### src/rtl/ps2_pkg.sv
// Shared types and constants for the PS/2 key tracker.
// Holds the frame FSM state encoding, the E0/F0 prefix bytes and the event record.
// The odd-parity helper is shared so the frame checker stays readable.
package ps2_pkg;

    typedef enum logic [1:0] {
        IDLE   = 2'd0,
        DATA   = 2'd1,
        PARITY = 2'd2,
        STOP   = 2'd3
    } ps2_state_t;

    localparam logic [7:0] PS2_EXT = 8'hE0;
    localparam logic [7:0] PS2_BRK = 8'hF0;
    localparam int         EVT_W   = 10;

    // One decoded key event as stored in the event FIFO.
    typedef struct packed {
        logic       ext;
        logic [0:0] brk;
        logic [7:0] code;
    } ps2_evt_t;

    // PS/2 uses odd parity: data bits plus the parity bit must hold an odd count of ones.
    function automatic logic odd_parity_ok(input logic [7:0] dat, input logic par);
        return ^{dat, par};
    endfunction

endpackage

### src/rtl/ps2_evt_fifo.sv
// Event FIFO: push/full write port, valid/ready read port, DEPTH entries of WIDTH bits.
// Latency: a pushed entry is visible on rd_vld/rd_dat the cycle after the push edge.
// Backpressure: push is accepted when not full, or when full and a pop happens in the same cycle.
module ps2_evt_fifo #(
    parameter int DEPTH = 8,
    parameter int WIDTH = 10
) (
    input  logic             clk,
    input  logic             rst,
    input  logic             push,
    input  logic [WIDTH-1:0] push_dat,
    output logic             full,
    output logic             rd_vld,
    input  logic             rd_rdy,
    output logic [WIDTH-1:0] rd_dat
);

    localparam int AW = $clog2(DEPTH);

    // One extra pointer bit distinguishes full from empty when the index bits match.
    logic [AW:0]      wptr;
    logic [AW:0]      rptr;
    logic [WIDTH-1:0] mem [DEPTH];
    logic             do_pop;
    logic             do_push;

    assign full    = (wptr[AW] != rptr[AW]) && (wptr[AW-1:0] == rptr[AW-1:0]);
    assign rd_vld  = (wptr != rptr);
    assign rd_dat  = mem[rptr[AW-1:0]];
    assign do_pop  = rd_vld & rd_rdy;
    assign do_push = push & (~full | do_pop);

    // Storage array; contents are don't-care until written, so no reset is needed.
    always_ff @(posedge clk) begin
        if (do_push) begin
            mem[wptr[AW-1:0]] <= push_dat;
        end
    end

    // Pointer update; reset empties the FIFO.
    always_ff @(posedge clk or negedge rst) begin
        if (!rst) begin
            wptr <= '0;
            rptr <= '0;
        end else begin
            if (do_push) begin
                wptr <= wptr + 1'b1;
            end
            if (do_pop) begin
                rptr <= rptr + 1'b1;
            end
        end
    end

endmodule

### src/rtl/ps2_key_tracker.sv
// PS/2 receiver that decodes E0/F0 prefixes, tracks held keys from a table and queues all events.
// Latency: byte strobe 2 clk after a falling PS/2 edge, key_down/FIFO write 1 clk after the strobe.
// Backpressure: events wait in the FIFO for evt_ready; a full FIFO drops the event and pulses evt_ovf.
module ps2_key_tracker
    import ps2_pkg::*;
#(
    parameter int                      NUM_KEYS    = 5,
    parameter logic [NUM_KEYS*9-1:0]   KEY_CODES   = {9'h05A, 9'h04B, 9'h042, 9'h01B, 9'h01C},
    parameter int                      FIFO_DEPTH  = 8,
    parameter int                      TIMEOUT_CYC = 50000
) (
    input  logic                clk,
    input  logic                rst,
    input  logic                ps2_clk,
    input  logic                ps2_data,
    output logic [NUM_KEYS-1:0] key_down,
    output logic                evt_valid,
    input  logic                evt_ready,
    output logic [7:0]          evt_code,
    output logic                evt_ext,
    output logic                evt_break,
    output logic                frame_err,
    output logic                evt_ovf
);

    localparam int              TO_W    = $clog2(TIMEOUT_CYC + 1);
    localparam logic [TO_W-1:0] TO_LAST = TO_W'(TIMEOUT_CYC - 1);

    // Synchroniser stages: index 0 is the first flop, index 1 the older sample.
    logic [1:0]      clk_sync;
    logic [1:0]      dat_sync;
    logic            ps2_fall;
    logic            ps2_bit;

    ps2_state_t      state;
    logic [2:0]      bit_cnt;
    logic [7:0]      shreg;
    logic            par_bit;
    logic [TO_W-1:0] to_cnt;
    logic            byte_stb;
    logic [7:0]      byte_dat;

    logic            ext_flag;
    logic            brk_flag;

    logic            evt_push;
    ps2_evt_t        push_evt;
    logic            fifo_full;
    logic [EVT_W-1:0] head_bits;
    ps2_evt_t        head_evt;

    assign ps2_fall = clk_sync[1] & ~clk_sync[0];
    assign ps2_bit  = dat_sync[1];

    // Bring the raw PS/2 lines into the clk domain; idle-high reset value avoids a false edge.
    always_ff @(posedge clk or negedge rst) begin
        if (!rst) begin
            clk_sync <= 2'b11;
            dat_sync <= 2'b11;
        end else begin
            clk_sync <= {clk_sync[0], ps2_clk};
            dat_sync <= {dat_sync[0], ps2_data};
        end
    end

    // Frame FSM: start, 8 data bits LSB-first, parity, stop; inter-edge timeout aborts a stalled frame.
    always_ff @(posedge clk or negedge rst) begin
        if (!rst) begin
            state     <= IDLE;
            bit_cnt   <= '0;
            shreg     <= '0;
            par_bit   <= 1'b0;
            to_cnt    <= '0;
            byte_stb  <= 1'b0;
            byte_dat  <= '0;
            frame_err <= 1'b0;
        end else begin
            byte_stb  <= 1'b0;
            frame_err <= 1'b0;

            if (state == IDLE || ps2_fall) begin
                to_cnt <= '0;
            end else begin
                to_cnt <= to_cnt + 1'b1;
            end

            if (state != IDLE && !ps2_fall && to_cnt == TO_LAST) begin
                state     <= IDLE;
                frame_err <= 1'b1;
            end else if (ps2_fall) begin
                case (state)
                    IDLE: begin
                        // A high level here is not a start bit; stay put.
                        if (!ps2_bit) begin
                            state   <= DATA;
                            bit_cnt <= '0;
                        end
                    end
                    DATA: begin
                        shreg   <= {ps2_bit, shreg[7:1]};
                        bit_cnt <= bit_cnt + 1'b1;
                        if (bit_cnt == 3'd7) begin
                            state <= PARITY;
                        end
                    end
                    PARITY: begin
                        par_bit <= ps2_bit;
                        state   <= STOP;
                    end
                    STOP: begin
                        if (ps2_bit && odd_parity_ok(shreg, par_bit)) begin
                            byte_stb <= 1'b1;
                            byte_dat <= shreg;
                        end else begin
                            frame_err <= 1'b1;
                        end
                        state <= IDLE;
                    end
                    default: state <= IDLE;
                endcase
            end
        end
    end

    // Any byte other than a prefix becomes an event tagged with the pending prefix flags.
    always_comb begin
        evt_push      = byte_stb && (byte_dat != PS2_EXT) && (byte_dat != PS2_BRK);
        push_evt      = '0;
        push_evt.ext  = ext_flag;
        push_evt.brk  = brk_flag;
        push_evt.code = byte_dat;
    end

    // Prefix tracking and key table update; a framing error abandons any pending prefix.
    always_ff @(posedge clk or negedge rst) begin
        if (!rst) begin
            ext_flag <= 1'b0;
            brk_flag <= 1'b0;
            key_down <= '0;
        end else if (frame_err) begin
            ext_flag <= 1'b0;
            brk_flag <= 1'b0;
        end else if (byte_stb) begin
            if (byte_dat == PS2_EXT) begin
                ext_flag <= 1'b1;
            end else if (byte_dat == PS2_BRK) begin
                brk_flag <= 1'b1;
            end else begin
                ext_flag <= 1'b0;
                brk_flag <= 1'b0;
                for (int i = 0; i < NUM_KEYS; i++) begin
                    if (KEY_CODES[i*9 +: 9] == {ext_flag, byte_dat}) begin
                        key_down[i] <= ~brk_flag;
                    end
                end
            end
        end
    end

    // Flag an event lost to a full FIFO; a same-cycle pop frees a slot so nothing is lost.
    always_ff @(posedge clk or negedge rst) begin
        if (!rst) begin
            evt_ovf <= 1'b0;
        end else begin
            evt_ovf <= evt_push & fifo_full & ~(evt_valid & evt_ready);
        end
    end

    ps2_evt_fifo #(
        .DEPTH (FIFO_DEPTH),
        .WIDTH (EVT_W)
    ) u_fifo (
        .clk      (clk),
        .rst      (rst),
        .push     (evt_push),
        .push_dat (push_evt),
        .full     (fifo_full),
        .rd_vld   (evt_valid),
        .rd_rdy   (evt_ready),
        .rd_dat   (head_bits)
    );

    assign head_evt  = head_bits;
    assign evt_code  = head_evt.code;
    assign evt_ext   = head_evt.ext;
    assign evt_break = head_evt.brk;

endmodule

### config.mk
export PLATFORM = sky130hd
export DESIGN_NAME = ps2_key_tracker
export DESIGN_NICKNAME = d
export VERILOG_FILES = /design/src/rtl/ps2_pkg.sv /design/src/rtl/ps2_evt_fifo.sv /design/src/rtl/ps2_key_tracker.sv
export SDC_FILE = /design/constraint.sdc
export NUM_CORES = 1
export LEC_CHECK = 0
export ABC_AREA = 1
export ABC_CLOCK_PERIOD_IN_PS = 2550
export CORE_UTILIZATION = 32
export DETAILED_ROUTE_END_ITERATION = 12
export GPL_TIMING_DRIVEN = 0
export PLACE_DENSITY = 0.55
export SETUP_SLACK_MARGIN = 0.1
export SYNTH_ARGS = -nofsm -noshare
export SYNTH_HDL_FRONTEND = slang
export SYNTH_HIERARCHICAL = 1
export SYNTH_SLANG_ARGS = --single-unit
### constraint.sdc
create_clock -name clk -period 2.55 [get_ports clk]
set_input_delay 0.3825 -clock clk [delete_from_list [all_inputs] [get_ports clk]]
set_output_delay 0.3825 -clock clk [all_outputs]
set_load 0.01 [all_outputs]
==> results of run 1 <==
## cells in the final DEF (no fill, tap or decap), types with 6 or more instances in the layout
cell	synthesis	final
nand2_1	149	149
edfxtp_1	80	80
nor2_1	81	74
o21ai_0	63	63
inv_1	55	54
dfrtp_1	56	52
nand3_1	24	24
o22ai_1	20	20
clkbuf_16	0	17
nand4_1	14	14
a21oi_1	13	13
clkdlybuf4s50_1	0	11
ha_1	10	10
nor2_2	5	8
nor2_4	3	7
nand2_2	7	7
buf_2	6	7
nor3_1	7	7
clkbuf_1	12	6
clkbuf_8	0	6
dlygate4sd2_1	0	6
## Yosys cell counts (3+ instances only)
| cell | n |
|---|---|
| nor3_1 | 7 |
| nor2_1 | 81 |
| inv_1 | 55 |
| nor2_2 | 5 |
| nand4_1 | 14 |
| nand2_2 | 7 |
| nand3_1 | 24 |
| nand3_2 | 3 |
| buf_2 | 6 |
| a21oi_1 | 13 |
| xnor2_1 | 3 |
| clkbuf_1 | 12 |
| edfxtp_1 | 80 |
| dfstp_2 | 4 |
| nand2_1 | 149 |
| dfrtp_1 | 56 |
| o21ai_0 | 63 |
| o22ai_1 | 20 |
| ha_1 | 10 |
| nor2_4 | 3 |
## worst max-delay path: cells and delay by family, from the launching register on
family	cells	cell delay (ns)
simple gates	1	0.13
xor+xnor	1	0.29
buf+inv	2	0.69
flops	1	0.42
## metrics by stage
step / instance area, um2 / util / setup slack (ns)
floorplan: 6324 / - / 0.5957
global placement: 6875 / 0.3544 / -0.8447
detailed placement: 6890 / 0.3552 / -0.2149
CTS: 7541 / 0.3887 / -0.04038
global route: 7560 / 0.3897 / 0.04096
finish: 7560 / 0.3897 / 0.2109
## final timing paths
check / endpoint / from / slack, ns / depth (start not counted)
max in group asynchronous: u_fifo/wptr[0] / rst / 1.41 / 3
max: evt_valid / u_fifo/rptr[3] / 0.21 / 4
min in group asynchronous: par_bit / rst / 0.51 / 2
min: dat_sync[1] / dat_sync[0] / 0.36 / 0
max reg2reg: u_fifo/mem[0][7] / byte_dat[1] / 0.22 / 8
min reg2reg: dat_sync[1] / dat_sync[0] / 0.36 / 0
## registers in the layout, summed over array words and instances, names as in the netlist
register and flops:
state 2, u_fifo/wptr 4, shreg 8, key_down 5
to_cnt 16, byte_dat 8, evt_ovf 1, par_bit 1
ext_flag 1, u_fifo/mem 80, bit_cnt 3, brk_flag 1
u_fifo/rptr 4, byte_stb 1, clk_sync 2, frame_err 1
dat_sync 2
## power breakdown
part | leakage [nW] | internal [mW] | switching, mW | total [mW]
clock network | 0.259 | 1.37 | 0.935 | 2.30
logic | 1.25 | 0.929 | 1.53 | 2.46
registers | 1.51 | 2.64 | 0.278 | 2.92
total | 3.02 | 4.94 | 2.75 | 7.68
## kinds of logic after synthesis
| family | after synthesis | share of synthesized area |
|---|---|---|
| simple gates | 302 | 0.2161 |
| flops | 140 | 0.6181 |
| compound gates | 104 | 0.09023 |
| buf+inv | 76 | 0.04630 |
| fa+ha+maj | 10 | 0.01979 |
| xor+xnor | 6 | 0.009499 |
## per-layer routing
metal,wire (um),vias to the layer above,GRT usage
li1,-,2243,-
met1,6094,2150,0.1744
met2,6598,96,0.2492
met3,682,13,0.04038
met4,188,0,0.05772
met5,0,-,0
## final cells by class
type | count | area share
inverter | 57 | 0.02913
sequential | 140 | 0.5177
multi-input combinational | 422 | 0.2857
clock inverter | 10 | 0.01225
tap | 265 | 0.04386
clock buffer | 22 | 0.06008
buffer | 19 | 0.02019
timing repair buffer | 24 | 0.03112
## timing repair
item | in CTS | in global routing
gates resized for setup | 47 | 12
pin swaps | 7 | 6
setup endpoints to repair | 80 | 77
hold endpoints to repair | 19 | 0
hold buffers | 1 | 0
==> key figures, run 1 <==
Status
  – Status: finished, final reports clean

Routing
  – Avg WL per Cell: 14.14 um
  – DR vias/cell: 4.694
  – Starting DRC count in detailed routing: 319
  – Total wire length: 13560 um
  – Remaining antenna violation count after routing: 0
  – Via count: 4502
  – # DRC: 0
  – DRT Pass-1 Iters: 4

Global route
  – Antenna violations before repair: 0
  – First-pass GRT wire length: 22250 um
  – Largest net degree at the start of global routing: 38
  – Total GRT Usage: 0.1463
  – Gr ovfl total: 0
  – Vias in the first global route: 4457

STA
  – Max Transition Viols Final: 0
  – Setup violations, final: 0
  – Slew of the pin with the lowest slew margin: 0.6260 ns
  – RSZ-0062 raised after global routing: yes
  – Fmax: 0.4275 GHz
  – Setup TNS: 0 ns
  – Clock skew: 0.009943 ns
  – Minimum clock period: 2.339 ns
  – Slew margin rel.: 0.5822
  – Tcrit/Tclk final: 0.9173
  – Hold Vio Cnt, Final: 0
  – Min Hold Slack: 0.3557 ns

Floorplan
  – IO Count: 23
  – Initial Util: 0.3260
  – Die width: 142.6 um
  – Die height: 142.6 um
  – Die ar.: 20330 um2
  – Core ar.: 19400 um2
  – Row cnt: 51

Clock network
  – Worst-skew pair later-pin latency: 0.42 ns
  – Clock Sinks: 140
  – Root Buffer: clkbuf_16
  – Worst-path clk slew: 0.06 ns
  – CTS tree: yes
  – Post-CTS Setup Inserts: 0
  – CTS max path bufs: 2
  – CTS buffer count: 17
  – H-tree depth: 4

Synth
  – Register bit total from synthesis: 140
  – Mapped Nets: 653
  – Synth async-reset ratio: 0.4286
  – Area leader, netlist: edfxtp_1
  – Area contributors post-synth: edfxtp_1, dfrtp_1, nand2_1, o21ai_0, nor2_1
  – Synth Instances: 638
  – Synth Cell Area: 6324 um2
  – Top_reg_cell synth: edfxtp_1
  – EDFF count, synth: 80
  – Yosys warning count: 6
  – Synth cell types: 38
  – Post-synthesis sequential area ratio: 0.6181
  – Mean Syn Cell Area: 9.912 um2
  – Top-area cell type share of the netlist area: 0.3799

Placement
  – Placed insts: 926
  – Routability Congestion: 0.7923
  – DP HPWL: 9370 um
  – Port bufs: 22

Pwr
  – Lkg Pwr: 3.018 nW
  – Tot Pwr: 7.683 mW
  – Power per cell area: 1016 nW/um2
  – Peak VDD IR: 549.2 uV

Critical path
  – Startpoint Class: flop
  – Crit-path max cell delay: 0.55 ns
  – Kind of critical path: reg -> out
  – Crit-path slowest cell: clkdlybuf4s50_1
  – Crit path cell chain: xor2_1 > inv_1 > nand3_4 > clkdlybuf4s50_1
  – CP max FO: 6
  – Worst Path Required: 2.17 ns
  – WP data arrival: 1.96 ns
  – CP Capture Type: primary output

Job
  – Max Cap Violations: 0

Cells and area
  – Post-layout instance count excluding filler cells: 959
  – Share of layout cells above drive strength 1: 0.1311
  – Area of the multi-input gates: 2160 um2
  – Nets: 696
  – Fillers: 1875
  – Register area: 3914 um2
  – Ant diodes: 0
  – Syn-to-layout area delta: 19.55%

Worst hold path
  – Worst min path class: reg -> reg
(Power assumes the default switching activity.)
==> run 2, diff against run 1 <==
--- a/config.mk
+++ b/config.mk
@@ -8,6 +8,7 @@
 export ABC_AREA = 1
 export ABC_CLOCK_PERIOD_IN_PS = 2550
 export CORE_UTILIZATION = 32
+export CTS_CLUSTER_SIZE = 10
 export DETAILED_ROUTE_END_ITERATION = 12
 export GPL_TIMING_DRIVEN = 0
 export PLACE_DENSITY = 0.55
==> results of run 2 <==
No change in the layout: final DEF, timing and power equal those of run 1.
==> run 3, diff against run 2 <==
--- a/config.mk
+++ b/config.mk
@@ -11,6 +11,7 @@
 export CTS_CLUSTER_SIZE = 10
 export DETAILED_ROUTE_END_ITERATION = 12
 export GPL_TIMING_DRIVEN = 0
+export HOLD_SLACK_MARGIN = 0.06
 export PLACE_DENSITY = 0.55
 export SETUP_SLACK_MARGIN = 0.1
 export SYNTH_ARGS = -nofsm -noshare
==> results of run 3 <==
No change in the layout: final DEF, timing and power equal those of run 1.
